--- src/rtl/seq_pkg.sv ---
// Shared definitions for the serial sequence generator and the recognizer benches.
// Latency: n/a (types and constants only).
// Backpressure: n/a.
package seq_pkg;

  typedef enum logic {
    IDLE  = 1'b0,
    SHIFT = 1'b1
  } state_e;

  // Width needed to hold a length value 0..max_len inclusive.
  function automatic int calc_len_w(input int max_len);
    return $clog2(max_len + 1);
  endfunction

  localparam int DEF_MAX_LEN = 16;
  localparam int LEN_W       = calc_len_w(DEF_MAX_LEN);

  // Default recognizer stimulus pattern, sent MSB first.
  localparam int                        SEQ_11011_LEN = 5;
  localparam logic [SEQ_11011_LEN-1:0]  SEQ_11011     = 5'b11011;

endpackage

--- src/rtl/seq_tick_gen.sv ---
// Bit-period divider: pulses tick in the last of every DIV enabled cycles.
// Latency: tick is combinational from the count register; first tick DIV-1 cycles after enable rises.
// Backpressure: none; clear or enable=0 restarts the period from zero.
//
// Ports:
//   sysclk, rst : clock and asynchronous active-high reset
//   clear       : restart the period (count back to 0)
//   enable      : count while high, hold at 0 while low
//   tick        : high in the final cycle of each DIV-cycle period
module seq_tick_gen #(
  parameter int DIV = 4
) (
  input  logic sysclk,
  input  logic rst,
  input  logic clear,
  input  logic enable,
  output logic tick
);

  localparam int            CW   = (DIV > 1) ? $clog2(DIV) : 1;
  localparam logic [CW-1:0] LAST = CW'(DIV - 1);
  localparam logic [CW-1:0] ONE  = CW'(1);

  logic [CW-1:0] cnt_q, cnt_d;

  // With DIV=1 LAST is 0, so every enabled cycle ticks.
  assign tick = enable && (cnt_q == LAST);

  always_comb begin
    cnt_d = cnt_q;
    if (clear || !enable || tick) begin
      cnt_d = '0;
    end else begin
      cnt_d = cnt_q + ONE;
    end
  end

  always_ff @(posedge sysclk or posedge rst) begin
    if (rst) begin
      cnt_q <= '0;
    end else begin
      cnt_q <= cnt_d;
    end
  end

endmodule

--- src/rtl/seq_gen.sv ---
// Serial bit-sequence generator: shifts a 1..MAX_LEN bit pattern out MSB first, DIV cycles per bit.
// Latency: first bit appears the cycle after an accepted start; done strobes the cycle after the last bit.
// Backpressure: none; start is ignored while busy, stop ends repetition after the current frame.
//
// Ports:
//   sysclk, rst        : clock and asynchronous active-high reset
//   start              : frame request, honoured only when idle with 1<=len<=MAX_LEN
//   pattern, len       : frame contents, captured into shadow registers at start
//   repeat_en, stop    : back-to-back repetition control, evaluated at each frame end
//   data_out, bit_valid: serial data and first-cycle-of-bit strobe
//   busy, done         : frame in progress / one-cycle frame-end strobe
//   frame_cnt          : completed frames since reset, wrapping
module seq_gen
  import seq_pkg::*;
#(
  parameter  int DIV     = 4,
  parameter  int MAX_LEN = DEF_MAX_LEN,
  parameter  int CNT_W   = 8,
  localparam int LW      = calc_len_w(MAX_LEN)
) (
  input  logic               sysclk,
  input  logic               rst,
  input  logic               start,
  input  logic [MAX_LEN-1:0] pattern,
  input  logic [LW-1:0]      len,
  input  logic               repeat_en,
  input  logic               stop,
  output logic               data_out,
  output logic               bit_valid,
  output logic               busy,
  output logic               done,
  output logic [CNT_W-1:0]   frame_cnt
);

  localparam int               IW    = $clog2(MAX_LEN);
  localparam logic [LW-1:0]    ONE_L = LW'(1);
  localparam logic [LW-1:0]    MAX_L = LW'(MAX_LEN);
  localparam logic [CNT_W-1:0] ONE_C = CNT_W'(1);

  state_e             state_q, state_d;
  logic [MAX_LEN-1:0] pat_q, pat_d;
  logic [LW-1:0]      len_q, len_d;
  logic [LW-1:0]      idx_q, idx_d;
  logic               stop_q, stop_d;
  logic               dout_q, dout_d;
  logic               bv_q, bv_d;
  logic               busy_q, busy_d;
  logic               done_q, done_d;
  logic [CNT_W-1:0]   cnt_q, cnt_d;

  logic               len_ok;
  logic               start_ok;
  logic               tick;
  logic [IW-1:0]      start_ix, next_ix, first_ix;

  assign len_ok   = (len != '0) && (len <= MAX_L);
  // Bit positions: first bit of a new frame, next bit of the running frame,
  // and first bit of a repeated frame (taken from the shadow copy).
  assign start_ix = IW'(len - ONE_L);
  assign next_ix  = IW'(idx_q - ONE_L);
  assign first_ix = IW'(len_q - ONE_L);

  seq_tick_gen #(
    .DIV(DIV)
  ) u_tick (
    .sysclk(sysclk),
    .rst   (rst),
    .clear (start_ok),
    .enable(state_q == SHIFT),
    .tick  (tick)
  );

  always_comb begin
    state_d  = state_q;
    pat_d    = pat_q;
    len_d    = len_q;
    idx_d    = idx_q;
    stop_d   = stop_q;
    dout_d   = dout_q;
    bv_d     = 1'b0;
    busy_d   = busy_q;
    done_d   = 1'b0;
    cnt_d    = cnt_q;
    start_ok = 1'b0;

    unique case (state_q)
      IDLE: begin
        stop_d = 1'b0;
        if (start && len_ok) begin
          start_ok = 1'b1;
          state_d  = SHIFT;
          pat_d    = pattern;
          len_d    = len;
          idx_d    = len - ONE_L;
          dout_d   = pattern[start_ix];
          bv_d     = 1'b1;
          busy_d   = 1'b1;
        end
      end
      SHIFT: begin
        // A stop seen in the frame-end cycle itself also counts as pending.
        stop_d = stop_q | stop;
        if (tick) begin
          if (idx_q != '0) begin
            idx_d  = idx_q - ONE_L;
            dout_d = pat_q[next_ix];
            bv_d   = 1'b1;
          end else begin
            done_d = 1'b1;
            cnt_d  = cnt_q + ONE_C;
            if (repeat_en && !(stop_q || stop)) begin
              // Back-to-back restart: first bit overlaps the done strobe.
              idx_d  = len_q - ONE_L;
              dout_d = pat_q[first_ix];
              bv_d   = 1'b1;
            end else begin
              state_d = IDLE;
              busy_d  = 1'b0;
              dout_d  = 1'b0;
              stop_d  = 1'b0;
            end
          end
        end
      end
      default: state_d = IDLE;
    endcase
  end

  always_ff @(posedge sysclk or posedge rst) begin
    if (rst) begin
      state_q <= IDLE;
      pat_q   <= '0;
      len_q   <= '0;
      idx_q   <= '0;
      stop_q  <= 1'b0;
      dout_q  <= 1'b0;
      bv_q    <= 1'b0;
      busy_q  <= 1'b0;
      done_q  <= 1'b0;
      cnt_q   <= '0;
    end else begin
      state_q <= state_d;
      pat_q   <= pat_d;
      len_q   <= len_d;
      idx_q   <= idx_d;
      stop_q  <= stop_d;
      dout_q  <= dout_d;
      bv_q    <= bv_d;
      busy_q  <= busy_d;
      done_q  <= done_d;
      cnt_q   <= cnt_d;
    end
  end

  assign data_out  = dout_q;
  assign bit_valid = bv_q;
  assign busy      = busy_q;
  assign done      = done_q;
  assign frame_cnt = cnt_q;

endmodule
--- config.mk ---
export PLATFORM = sky130hd
export DESIGN_NAME = seq_gen
export DESIGN_NICKNAME = d
export VERILOG_FILES = /design/src/rtl/seq_pkg.sv /design/src/rtl/seq_tick_gen.sv /design/src/rtl/seq_gen.sv
export SDC_FILE = /design/constraint.sdc
export NUM_CORES = 1
export LEC_CHECK = 0
export BUFFER_PORTS_ARGS = -buffer_cell sky130_fd_sc_hd__buf_2
export CORE_AREA = 2 2 70 72
export CTS_CLUSTER_DIAMETER = 60
export CTS_CLUSTER_SIZE = 12
export DETAILED_ROUTE_END_ITERATION = 12
export DIE_AREA = 0 0 72 74
export PLACE_DENSITY_LB_ADDON = 0.05
export RECOVER_POWER = 25
export SKIP_CTS_REPAIR_TIMING = 1
export SLEW_MARGIN = 25
export SYNTH_ARGS = -nofsm -noshare
export SYNTH_HDL_FRONTEND = slang
export SYNTH_SLANG_ARGS = --single-unit
--- constraint.sdc ---
create_clock -name sysclk -period 2.9 [get_ports sysclk]
set_clock_uncertainty 0.05 [all_clocks]
set_input_delay 0.29 -clock sysclk [delete_from_list [all_inputs] [get_ports sysclk]]
set_output_delay 0.29 -clock sysclk [all_outputs]
set_load 0.05 [all_outputs]
# After elaboration in Yosys (flattened, before gate mapping)

Cells that the tools add are included.

Register bits: 42
Output and inout bits: 12
Input port bits: 26

Bitwise logic cells: 3
Reduce and logical (&&, ||, !) cells: 16
Muxes and demuxes: 37
$lt $le $gt $ge: 4
Equal/unequal tests: 6
Add/sub/neg operators: 5

Operator list:

| operator            | number |
|---|---|
| $mux 1              | 23 |
| $mux 5              | 4 |
| $lt 4x5->1 const B  | 3 |
| $sub 5x1->5 const B | 3 |
| $bmux 1 s4          | 3 |
| $pmux 1 s2          | 5 |
| $pmux 5 s2          | 1 |
| $reduce_bool 5->1   | 2 |
| $add 8x1->8 const B | 1 |
| $ne 2x2->1 const B  | 3 |
| $reduce_and 3->1    | 2 |
| $le 5x5->1 const B  | 1 |
| $logic_and 1x1->1   | 4 |
| $reduce_and 2->1    | 2 |
| $reduce_and 4->1    | 1 |
| $logic_or 1x1->1    | 3 |
| $ne 3x1->1 const B  | 1 |
| $add 2x1->2 const B | 1 |
| $eq 2x2->1 const B  | 1 |
| $logic_not 1->1     | 2 |
| $mux 2              | 1 |
| $ne 2x1->1 const B  | 1 |
| $not 1->1           | 2 |
| $or 1x1->1          | 1 |

# Logic depth before layout (Yosys ltp)

Gate-level depths: netlist (run 1).

Word-level depth: 8
Gate-level depth with buffers: 9

# By module

From an unflattened synthesis (run 1), not the netlist that was laid out.

Cell total of the unflattened synthesis: 233
Area, all modules: 2338.5 um2

By module, submodules not included:

| module       | area an instance (um2) | seq. area each (um2) | cells each | times used |
|---|---|---|---|---|
| seq_gen      | 2238.4                 | 1001.0               | 226        | 1 |
| seq_tick_gen | 100.1                  | 50.0                 | 7          | 1 |

# Worst setup path after synthesis (run 1)

No wires, ideal clock.

Path kind: reg-to-reg
From: reg idx_q[0]
To: reg cnt_q[7] (netlist: frame_cnt[7])
Arrival: 2096 ps
Stages on the path, launching flop included: 10
Required time: 2710 ps
Slack: 614 ps
Cells stage by stage: dfrtp_1 > clkbuf_1 > inv_1 > ha_1 > or4b_4 > buf_6 > nor3_2 > and3_4 > nand3_2 > xnor2_1

Longest elaborated chain between the ends: 3

Ends and longest elaborated chain:

| item                              | RTL line       | RTL |
|---|---|---|
| start, declared                   | seq_gen.sv:43  | `logic [LW-1:0] idx_q, idx_d;` |
| start signal, assigned            | seq_gen.sv:145 | `idx_q <= idx_d;` |
| $reduce_bool 5->1                 | seq_gen.sv:104 | `if (idx_q != '0) begin` |
| $not 1->1 (no source line)        | -              |  |
| $reduce_and 3->1 (no source line) | -              |  |
| end signal, assigned              | seq_gen.sv:151 | `cnt_q <= cnt_d;` |
| end, declared                     | seq_gen.sv:49  | `logic [CNT_W-1:0] cnt_q, cnt_d;` |

Every way passes these cells.
A chain may end at the register's enable or synchronous reset.

# Final worst setup path (run 1)

From: reg idx_q[0]
To: reg idx_q[4]

Longest elaborated chain between the ends: 4
Elaborated cells between the ends (all ways): 7
Those cells by class: add/sub (1); eq/ne (1); mux (3); reduce/logical (2)

Ends and longest elaborated chain:

| item                                                    | RTL line                       | RTL |
|---|---|---|
| $sub 5x1->5 / $reduce_bool 5->1 (equally long branches) | seq_gen.sv:105, seq_gen.sv:104 |  |
| $mux 5                                                  | seq_gen.sv:104                 |  |
| $mux 5                                                  | seq_gen.sv:103                 | `if (tick) begin` |
| $pmux 5 s2                                              | seq_gen.sv:86                  | `unique case (state_q)` |

Several ways; a longest one is shown, not always the timed one. The select of a mux whose other input is x is not followed.

==> results of run 1 <==
through the flow:
stage / instances / utilization [%]
global route: 307 / 60.9
detailed placement: 299 / 58.0
floorplan: 214 / -
global placement: 299 / 58.0
CTS: 307 / 61.0
finish: 307 / 60.9
cell usage in the layout (no fill, tap or decap), types with 5 or more instances in the layout:
cell type	count
ha_1	6
xor2_1	8
nand3_1	5
a21oi_1	5
nor2_1	8
mux4_2	8
mux2_2	21
clkbuf_8	5
xnor2_1	7
a2111oi_0	5
o21ai_0	7
buf_2	37
inv_1	10
dfrtp_1	42
nor2b_1	6
nand2_1	17
power by group through the flow:
| stage | Combinational [mW] | Sequential, mW | Clock, mW |
|---|---|---|---|
| 2_1_floorplan | 0.470 | 0.714 | 0 |
| 3_3_place_gp | 0.588 | 0.727 | 0 |
| 3_5_place_dp | 0.588 | 0.728 | 0 |
| 4_1_cts | 0.590 | 0.717 | 0.576 |
| 5_1_grt | 0.652 | 0.732 | 0.592 |
| 6_report | 0.592 | 0.719 | 0.564 |
state kept, by name, indices dropped and copies added (netlist names):
| signal | cells |
|---|---|
| busy | 1 |
| bit_valid | 1 |
| data_out | 1 |
| stop_q | 1 |
| state_q | 1 |
| done | 1 |
| u_tick.cnt_q | 2 |
| frame_cnt | 8 |
| pat_q | 16 |
| len_q | 5 |
| idx_q | 5 |
worst max-delay path by stage:
stage | endpoint | start | depth (start not counted) | slack, ns
4_1_cts | idx_q[4]$_DFFE_PP0P_ | idx_q[0]$_DFFE_PP0P_ | 7 | 0.52
6_report | idx_q[4]$_DFFE_PP0P_ | idx_q[0]$_DFFE_PP0P_ | 7 | 0.50
3_3_place_gp | data_out$_DFFE_PP0P_ | len[0] | 8 | 0.36
2_1_floorplan | frame_cnt[7]$_DFFE_PP0P_ | idx_q[0]$_DFFE_PP0P_ | 9 | 0.61
5_1_grt | u_tick.cnt_q[1]$_DFF_PP0_ | rst | 3 | 0.22
3_5_place_dp | data_out$_DFFE_PP0P_ | len[0] | 8 | 0.38
cell type report:
class | instances | area share (%)
Clock buffer | 5 | 2.46
Tap cell | 54 | 2.41
Clock inverter | 3 | 2.46
Timing Repair Buffer | 41 | 7.55
Sequential cell | 42 | 37.6
Inverter | 10 | 1.34
Multi-Input combinational cell | 152 | 46.2
cells by family (layout without fill, tap and decap cells):
family	Yosys count	in the layout	synth area share, %
muxes	33	33	18.7
AOI/OAI and AO/OA	37	37	11.5
xor gates and xnor gates	15	15	5.38
adders and majority gates	6	6	3.08
buffers and inverters	20	59	3.95
and+or+nand+nor	61	61	14.4
DFF	42	42	43.1
worst reg2reg max path, cell delays in order (launching register included):
cell and delay (ns):
dfrtp_1 0.48, inv_1 0.17, ha_1 0.27, or4b_4 0.59, nor2_4 0.17, a2bb2oi_4 0.27
a2bb2oi_1 0.20, o211ai_1 0.09
cells in the mapped netlist, types with 2 or more instances:
cell,n
and2_1,2
clkbuf_1,3
o211ai_1,3
mux4_2,8
nor3b_1,4
nand2_1,17
o31ai_1,3
xnor2_1,7
nor4_1,2
o21ai_0,7
nor2_4,2
inv_1,10
mux2_2,21
a31oi_1,2
dfrtp_1,42
nor3_1,4
nor2_1,8
a211oi_1,2
nand3_1,5
nand4_1,3
buf_6,2
a21oi_1,5
ha_1,6
nor2b_1,6
or4_1,2
nor4b_1,2
buf_2,4
xor2_1,8
mux2i_1,4
a2111oi_0,5
layer usage:
metal	up-vias	track usage (%)	wire length [um]	share of wire, %
met1	883	28.4	2380	47
met4	0	6.29	61	1.2
li1	867	-	-	-
met2	46	34.8	2430	48
met3	5	4.20	196	3.9
met5	-	0	0	0
==> flow_metrics.env, run 1 <==
export IMPL_status="finished with violations"
export IMPL_violations="max-capacitance violations, max-slew violations"
export IMPL_setup_viol=0
export IMPL_slew_limit_headroom_pct=-52.2
export IMPL_synth_seq_area_share_pct=43.1
export IMPL_port_buffers=37
export IMPL_crit_required_ns=3.03
export IMPL_holdWs_ns=0.176
export IMPL_r2r_cells=7
export IMPL_grt_pass1_vias=1790
export IMPL_syn_nets=246
export IMPL_rsz0062_at_grt="false"
export IMPL_fp_coreArea_um2=4600
export IMPL_start_kind="flop"
export IMPL_finalPower_mw=1.88
export IMPL_yosys_top_cells_area="dfrtp_1 (43%), mux2_2 (9.7%), mux4_2 (7.4%)"
export IMPL_vias=1801
export IMPL_ir_drop_mv=0.416
export IMPL_final_area_um2=2800
export IMPL_area_growth_pct=14.7
export IMPL_finalHoldViolations=0
export IMPL_max_cap_violations=1
export IMPL_num_fill_cells=403
export IMPL_period_minus_slack_ns=2.40
export IMPL_avgViaCountPerCell=5.87
export IMPL_regArea_um2=1050
export IMPL_die_w_um=72
export IMPL_cellLeakagePower_nw=1.34
export IMPL_synth_top_area_share_pct=43.1
export IMPL_hpwlAfterDp_um=3680
export IMPL_post_place_ws_ns=0.383
export IMPL_min_path_cells=2
export IMPL_crit_arrival_ns=2.53
export IMPL_cts_root_buf="clkbuf_8"
export IMPL_crit_fanout=10
export IMPL_rrSetupSlack_ns=0.50
export IMPL_numCtsBuffers=5
export IMPL_grt_max_degree=43
export IMPL_tightest_slew_ns=2.28
export IMPL_postSynthCellCount=214
export IMPL_cts_sinks=42
export IMPL_drc_errors=0
export IMPL_grt_antenna_before_repair=0
export IMPL_p_int_mw=1.24
export IMPL_clockPowerShare_pct=30.1
export IMPL_num_rows=25
export IMPL_path_buf_inv=1
export IMPL_slew_violations=43
export IMPL_p_sw_share_pct=33.9
export IMPL_min_to="pat_q[9]$_DFFE_PP0P_"
export IMPL_globalRoute_totalOverflow=0
export IMPL_cp_cell_sequence="inv_1 -> ha_1 -> or4b_4 -> nor2_4 -> a2bb2oi_4 -> a2bb2oi_1 -> o211ai_1"
export IMPL_worst_slack_ns=0.496
export IMPL_p_per_area_nw_per_um2=670
export IMPL_reg2reg_from="idx_q[0]$_DFFE_PP0P_"
export IMPL_initial_core_util_pct=53.1
export IMPL_groute_usage_overall_pct=21.0
export IMPL_insertion_delay_ns=0.30
export IMPL_hold_path_class="in2reg"
export IMPL_cpPeakStageDelay_ns=0.59
export IMPL_p_comb_share_pct=31.6
export IMPL_fin_tns_setup_ns=0
export IMPL_ys_flop_type="dfrtp_1"
export IMPL_synth_seq_cells=42
export IMPL_yosysTopAreaCell="dfrtp_1"
export IMPL_first_iter_violations=114
export IMPL_cp_top_family="simple AND/OR/NAND/NOR gates"
export IMPL_period_share_pct=82.9
export IMPL_htree_levels=2
export IMPL_gp_congestion=0.835
export IMPL_nets=284
export IMPL_slowest_stage="or4b_4"
export IMPL_synth_distinct_cells=45
export IMPL_drtAntennaViolNets=0
export IMPL_synth_edf_count=0
export IMPL_clockBufferDepth=2
export IMPL_dpl_instance_area_um2=2670
export IMPL_io_pins=38
export IMPL_multi_input_area_um2=1290
export IMPL_hold_path_startpoint="pattern[9]"
export IMPL_die_y_um=74
export IMPL_worst_setup_path_type="reg2reg"
export IMPL_switchingPower_mw=0.636
export IMPL_dieArea_um2=5330
export IMPL_ys_warnings_count=0
export IMPL_grt_pass1_wl_um=8550
export IMPL_ys_async_sr_fraction_pct=100
export IMPL_first_pass_iters=4
export IMPL_worst_r2r_endpoint="idx_q[4]$_DFFE_PP0P_"
export IMPL_avgSynthCellArea_um2=11.4
export IMPL_max_freq_ghz=0.416
export IMPL_clk_pin_slew_ns=0.09
export IMPL_syn_area_um2=2440
export IMPL_seq_power_share_pct=38.4
export IMPL_wire_per_inst_um=16.5
export IMPL_cp_end_kind="flop"
export IMPL_drive_gt1_share_pct=33.6
export IMPL_drt_wl_total_um=5070
export IMPL_tritoncts="built"
export IMPL_n_antenna_cell=0
Note: power is estimated with default switching activity, not from simulation.
==> run 2: changes to the inputs <==
--- a/config.mk
+++ b/config.mk
@@ -5,6 +5,7 @@
 export SDC_FILE = /design/constraint.sdc
 export NUM_CORES = 1
 export LEC_CHECK = 0
+export ABC_AREA = 1
 export BUFFER_PORTS_ARGS = -buffer_cell sky130_fd_sc_hd__buf_2
 export CORE_AREA = 2 2 70 72
 export CTS_CLUSTER_DIAMETER = 60
==> constraint.sdc (replaced) <==
create_clock -name sysclk -period 2.4 [get_ports sysclk]
set_clock_uncertainty 0.05 [all_clocks]
set_input_delay 0.24 -clock sysclk [delete_from_list [all_inputs] [get_ports sysclk]]
set_output_delay 0.24 -clock sysclk [all_outputs]
set_load 0.05 [all_outputs]
==> run 2 against run 1 <==
Effect of this change: the flow now finishes without violations; design area is 5.2% higher; register-to-register slack worse by 0.23 ns; first-iteration DRC count rose by 140%; area after synthesis grew 4.4%; non-clock buffer count up 3; worst setup slack got worse by 0.23 ns; utilization rose by 3.2 points; sequential share of layout area fell by 1.9 points; count of clock-buffer cells in the layout is the same; routed wire length grew 18%; total power up 91%; largest cell class unchanged; largest power group is now combinational cells.
==> flow_metrics.env, run 2 <==
export IMPL_num_fill_cells=437
export IMPL_synth_top_area_share_pct=41.3
export IMPL_multi_input_area_um2=1260
export IMPL_p_int_mw=2.00
export IMPL_crit_fanout=13
export IMPL_placedCellCount=429
export IMPL_vias=2278
export IMPL_cp_end_kind="flop"
export IMPL_p_comb_share_pct=46.6
export IMPL_insertion_delay_ns=0.30
export IMPL_yosysMostFrequentCell="nand2_1"
export IMPL_seq_power_share_pct=34.7
export IMPL_gp_congestion=0.867
export IMPL_clk_pin_slew_ns=0.08
export IMPL_cellLeakagePower_nw=1.62
export IMPL_largest_register="pat_q"
export IMPL_min_to="pat_q[0]$_DFFE_PP0P_"
export IMPL_setup_viol=0
export IMPL_fp_coreArea_um2=4600
export IMPL_syn_nets=373
export IMPL_ys_async_sr_fraction_pct=100
export IMPL_switchingPower_mw=1.58
export IMPL_die_w_um=72
export IMPL_start_kind="flop"
export IMPL_period_share_pct=89.0
export IMPL_dieArea_um2=5330
export IMPL_clockBufferDepth=2
export IMPL_drtAntennaViolNets=0
export IMPL_postSynthCellCount=341
export IMPL_grt_antenna_before_repair=0
export IMPL_first_pass_iters=8
export IMPL_max_freq_ghz=0.468
export IMPL_crit_required_ns=2.54
export IMPL_tritoncts="built"
export IMPL_n_antenna_cell=0
export IMPL_port_buffers=37
export IMPL_nets=415
export IMPL_avgSynthCellArea_um2=7.47
export IMPL_grt_max_degree=19
export IMPL_rsz0062_at_grt="false"
export IMPL_area_growth_pct=15.6
export IMPL_cts_root_buf="clkbuf_8"
export IMPL_clockPowerShare_pct=18.7
export IMPL_synth_distinct_cells=33
export IMPL_grt_pass1_wl_um=10000
export IMPL_drive_gt1_share_pct=17.2
export IMPL_fin_tns_setup_ns=0
export IMPL_regArea_um2=1050
export IMPL_r2r_cells=11
export IMPL_ys_warnings_count=0
export IMPL_syn_area_um2=2550
export IMPL_synth_common_cells="nand2_1 (93), inv_1 (45), dfrtp_1 (42), nand3_1 (39), o21ai_0 (27)"
export IMPL_p_per_area_nw_per_um2=1220
export IMPL_crit_arrival_ns=2.28
export IMPL_synth_seq_cells=42
export IMPL_reg2reg_from="len_q[0]$_DFFE_PP0P_"
export IMPL_worst_r2r_endpoint="data_out$_DFFE_PP0P_"
export IMPL_min_path_cells=3
export IMPL_slew_violations=0
export IMPL_globalRoute_totalOverflow=0
export IMPL_ys_flop_type="dfrtp_1"
export IMPL_instances_no_fill=438
export IMPL_avgViaCountPerCell=5.20
export IMPL_slew_limit_headroom_pct=62.7
export IMPL_hpwlAfterDp_um=4530
export IMPL_largest_register_ffs=16
export IMPL_max_cap_violations=0
export IMPL_drc_errors=0
export IMPL_yosysTopAreaCell="dfrtp_1"
export IMPL_die_y_um=74
export IMPL_drt_wl_total_um=5990
export IMPL_groute_usage_overall_pct=24.4
export IMPL_yosys_top_cells_area="dfrtp_1 (41%), nand2_1 (14%), nand3_1 (7.7%)"
export IMPL_status="finished, final reports clean"
export IMPL_mostFrequentLayoutCells="nand2_1 (93), inv_1 (44), dfrtp_1 (42)"
export IMPL_htree_levels=2
export IMPL_hold_path_startpoint="pattern[0]"
export IMPL_synth_edf_count=0
export IMPL_io_pins=38
export IMPL_final_common_cell="nand2_1"
export IMPL_finalHoldViolations=0
export IMPL_grt_pass1_vias=2083
export IMPL_hold_path_class="in2reg"
export IMPL_worst_setup_path_type="reg2reg"
export IMPL_tightest_slew_ns=0.557
export IMPL_p_sw_share_pct=44.1
export IMPL_period_minus_slack_ns=2.14
export IMPL_initial_core_util_pct=55.4
export IMPL_ir_drop_mv=0.500
export IMPL_wire_per_inst_um=13.7
export IMPL_num_rows=25
export IMPL_rrSetupSlack_ns=0.26
export IMPL_cts_sinks=42
export IMPL_first_iter_violations=275
export IMPL_numCtsBuffers=5
export IMPL_synth_seq_area_share_pct=41.3
run 2: cell types whose count changed after synthesis, sizes merged, moves of 17 or more:
cell / previous run / this run
nand2: 17 / 95
o21ai: 7 / 28
mux2: 21 / 1
inv: 10 / 49
nor2: 10 / 27
nand3: 6 / 40
run 2: area by class of cell:
| cell class | instances | share of cell area [%] |
|---|---|---|
| multi-input combinational | 240 | 42.8 |
| sequential | 42 | 35.7 |
| timing repair buffer | 44 | 8.03 |
| inverter | 50 | 6.46 |
| clock buffer | 5 | 2.34 |
| clock inverter | 3 | 2.34 |
| tap | 54 | 2.29 |
run 2: worst max path at each step:
| stage | startpoint | to | slack, ns | cells after the start |
|---|---|---|---|---|
| detailed placement | len_q[0]$_DFFE_PP0P_ | data_out$_DFFE_PP0P_ | 0.35 | 11 |
| global route | len_q[0]$_DFFE_PP0P_ | data_out$_DFFE_PP0P_ | 0.07 | 11 |
| CTS | len_q[0]$_DFFE_PP0P_ | data_out$_DFFE_PP0P_ | 0.31 | 11 |
| floorplan | idx_q[0]$_DFFE_PP0P_ | frame_cnt[4]$_DFFE_PP0P_ | 0.70 | 10 |
| finish | len_q[0]$_DFFE_PP0P_ | data_out$_DFFE_PP0P_ | 0.26 | 11 |
| global placement | len_q[0]$_DFFE_PP0P_ | data_out$_DFFE_PP0P_ | 0.38 | 11 |
run 2: critical path, stage by stage (launching register included):
cell and delay [ns]:
dfrtp_1 0.59, inv_2 0.15, ha_1 0.45, inv_1 0.14, a21oi_1 0.12, o21ai_0 0.10
nand3_1 0.11, nand3_1 0.08, nand3_1 0.09, nand3_1 0.07, nand2_1 0.06, inv_1 0.03
run 2: power groups by stage:
stage,sequential [mW],combinational [mW],clock [mW]
finish,1.24,1.67,0.670
global route,1.28,1.90,0.714
CTS,1.24,1.67,0.684
detailed placement,1.25,1.66,0
global placement,1.25,1.63,0
floorplan,1.26,1.24,0
run 2: cells by family (layout without fill, tap and decap cells):
logic type,after synthesis,count (layout),synth area share [%]
DFF,42,42,41.3
xor gates and xnor gates,15,15,5.16
AOI/OAI and AO/OA,48,48,10.1
and+or+nand+nor,170,170,30.9
muxes,1,1,0.442
buffers and inverters,59,102,9.23
adders and majority gates,6,6,2.95
run 2: layer usage:
layer  GRT usage [%]  part of all wire [%]  vias to the layer above  wire (um)
met5               0                     0                        -          0
met4            6.50                   1.1                        0         66
met3            5.15                   6.7                        6        404
met2            35.4                    43                       81       2580
met1            37.3                    49                     1019       2940
li1                -                     -                     1172          -
run 2: metrics by stage:
| stage | power (mW) | util, % | setup WS [ns] | cell area [um2] | hold slack, ns |
|---|---|---|---|---|---|
| 5_1_grt | 3.90 | 64.0 | 0.0657 | 2940 | 0.177 |
| 4_1_cts | 3.59 | 63.9 | 0.314 | 2940 | -0.129 |
| 3_5_place_dp | 2.91 | 60.9 | 0.348 | 2800 | 0.190 |
| 2_1_floorplan | 2.50 | - | 0.700 | 2550 | 0.340 |
| 6_report | 3.59 | 64.0 | 0.264 | 2940 | 0.166 |
| 3_3_place_gp | 2.88 | 60.9 | 0.378 | 2800 | 0.186 |
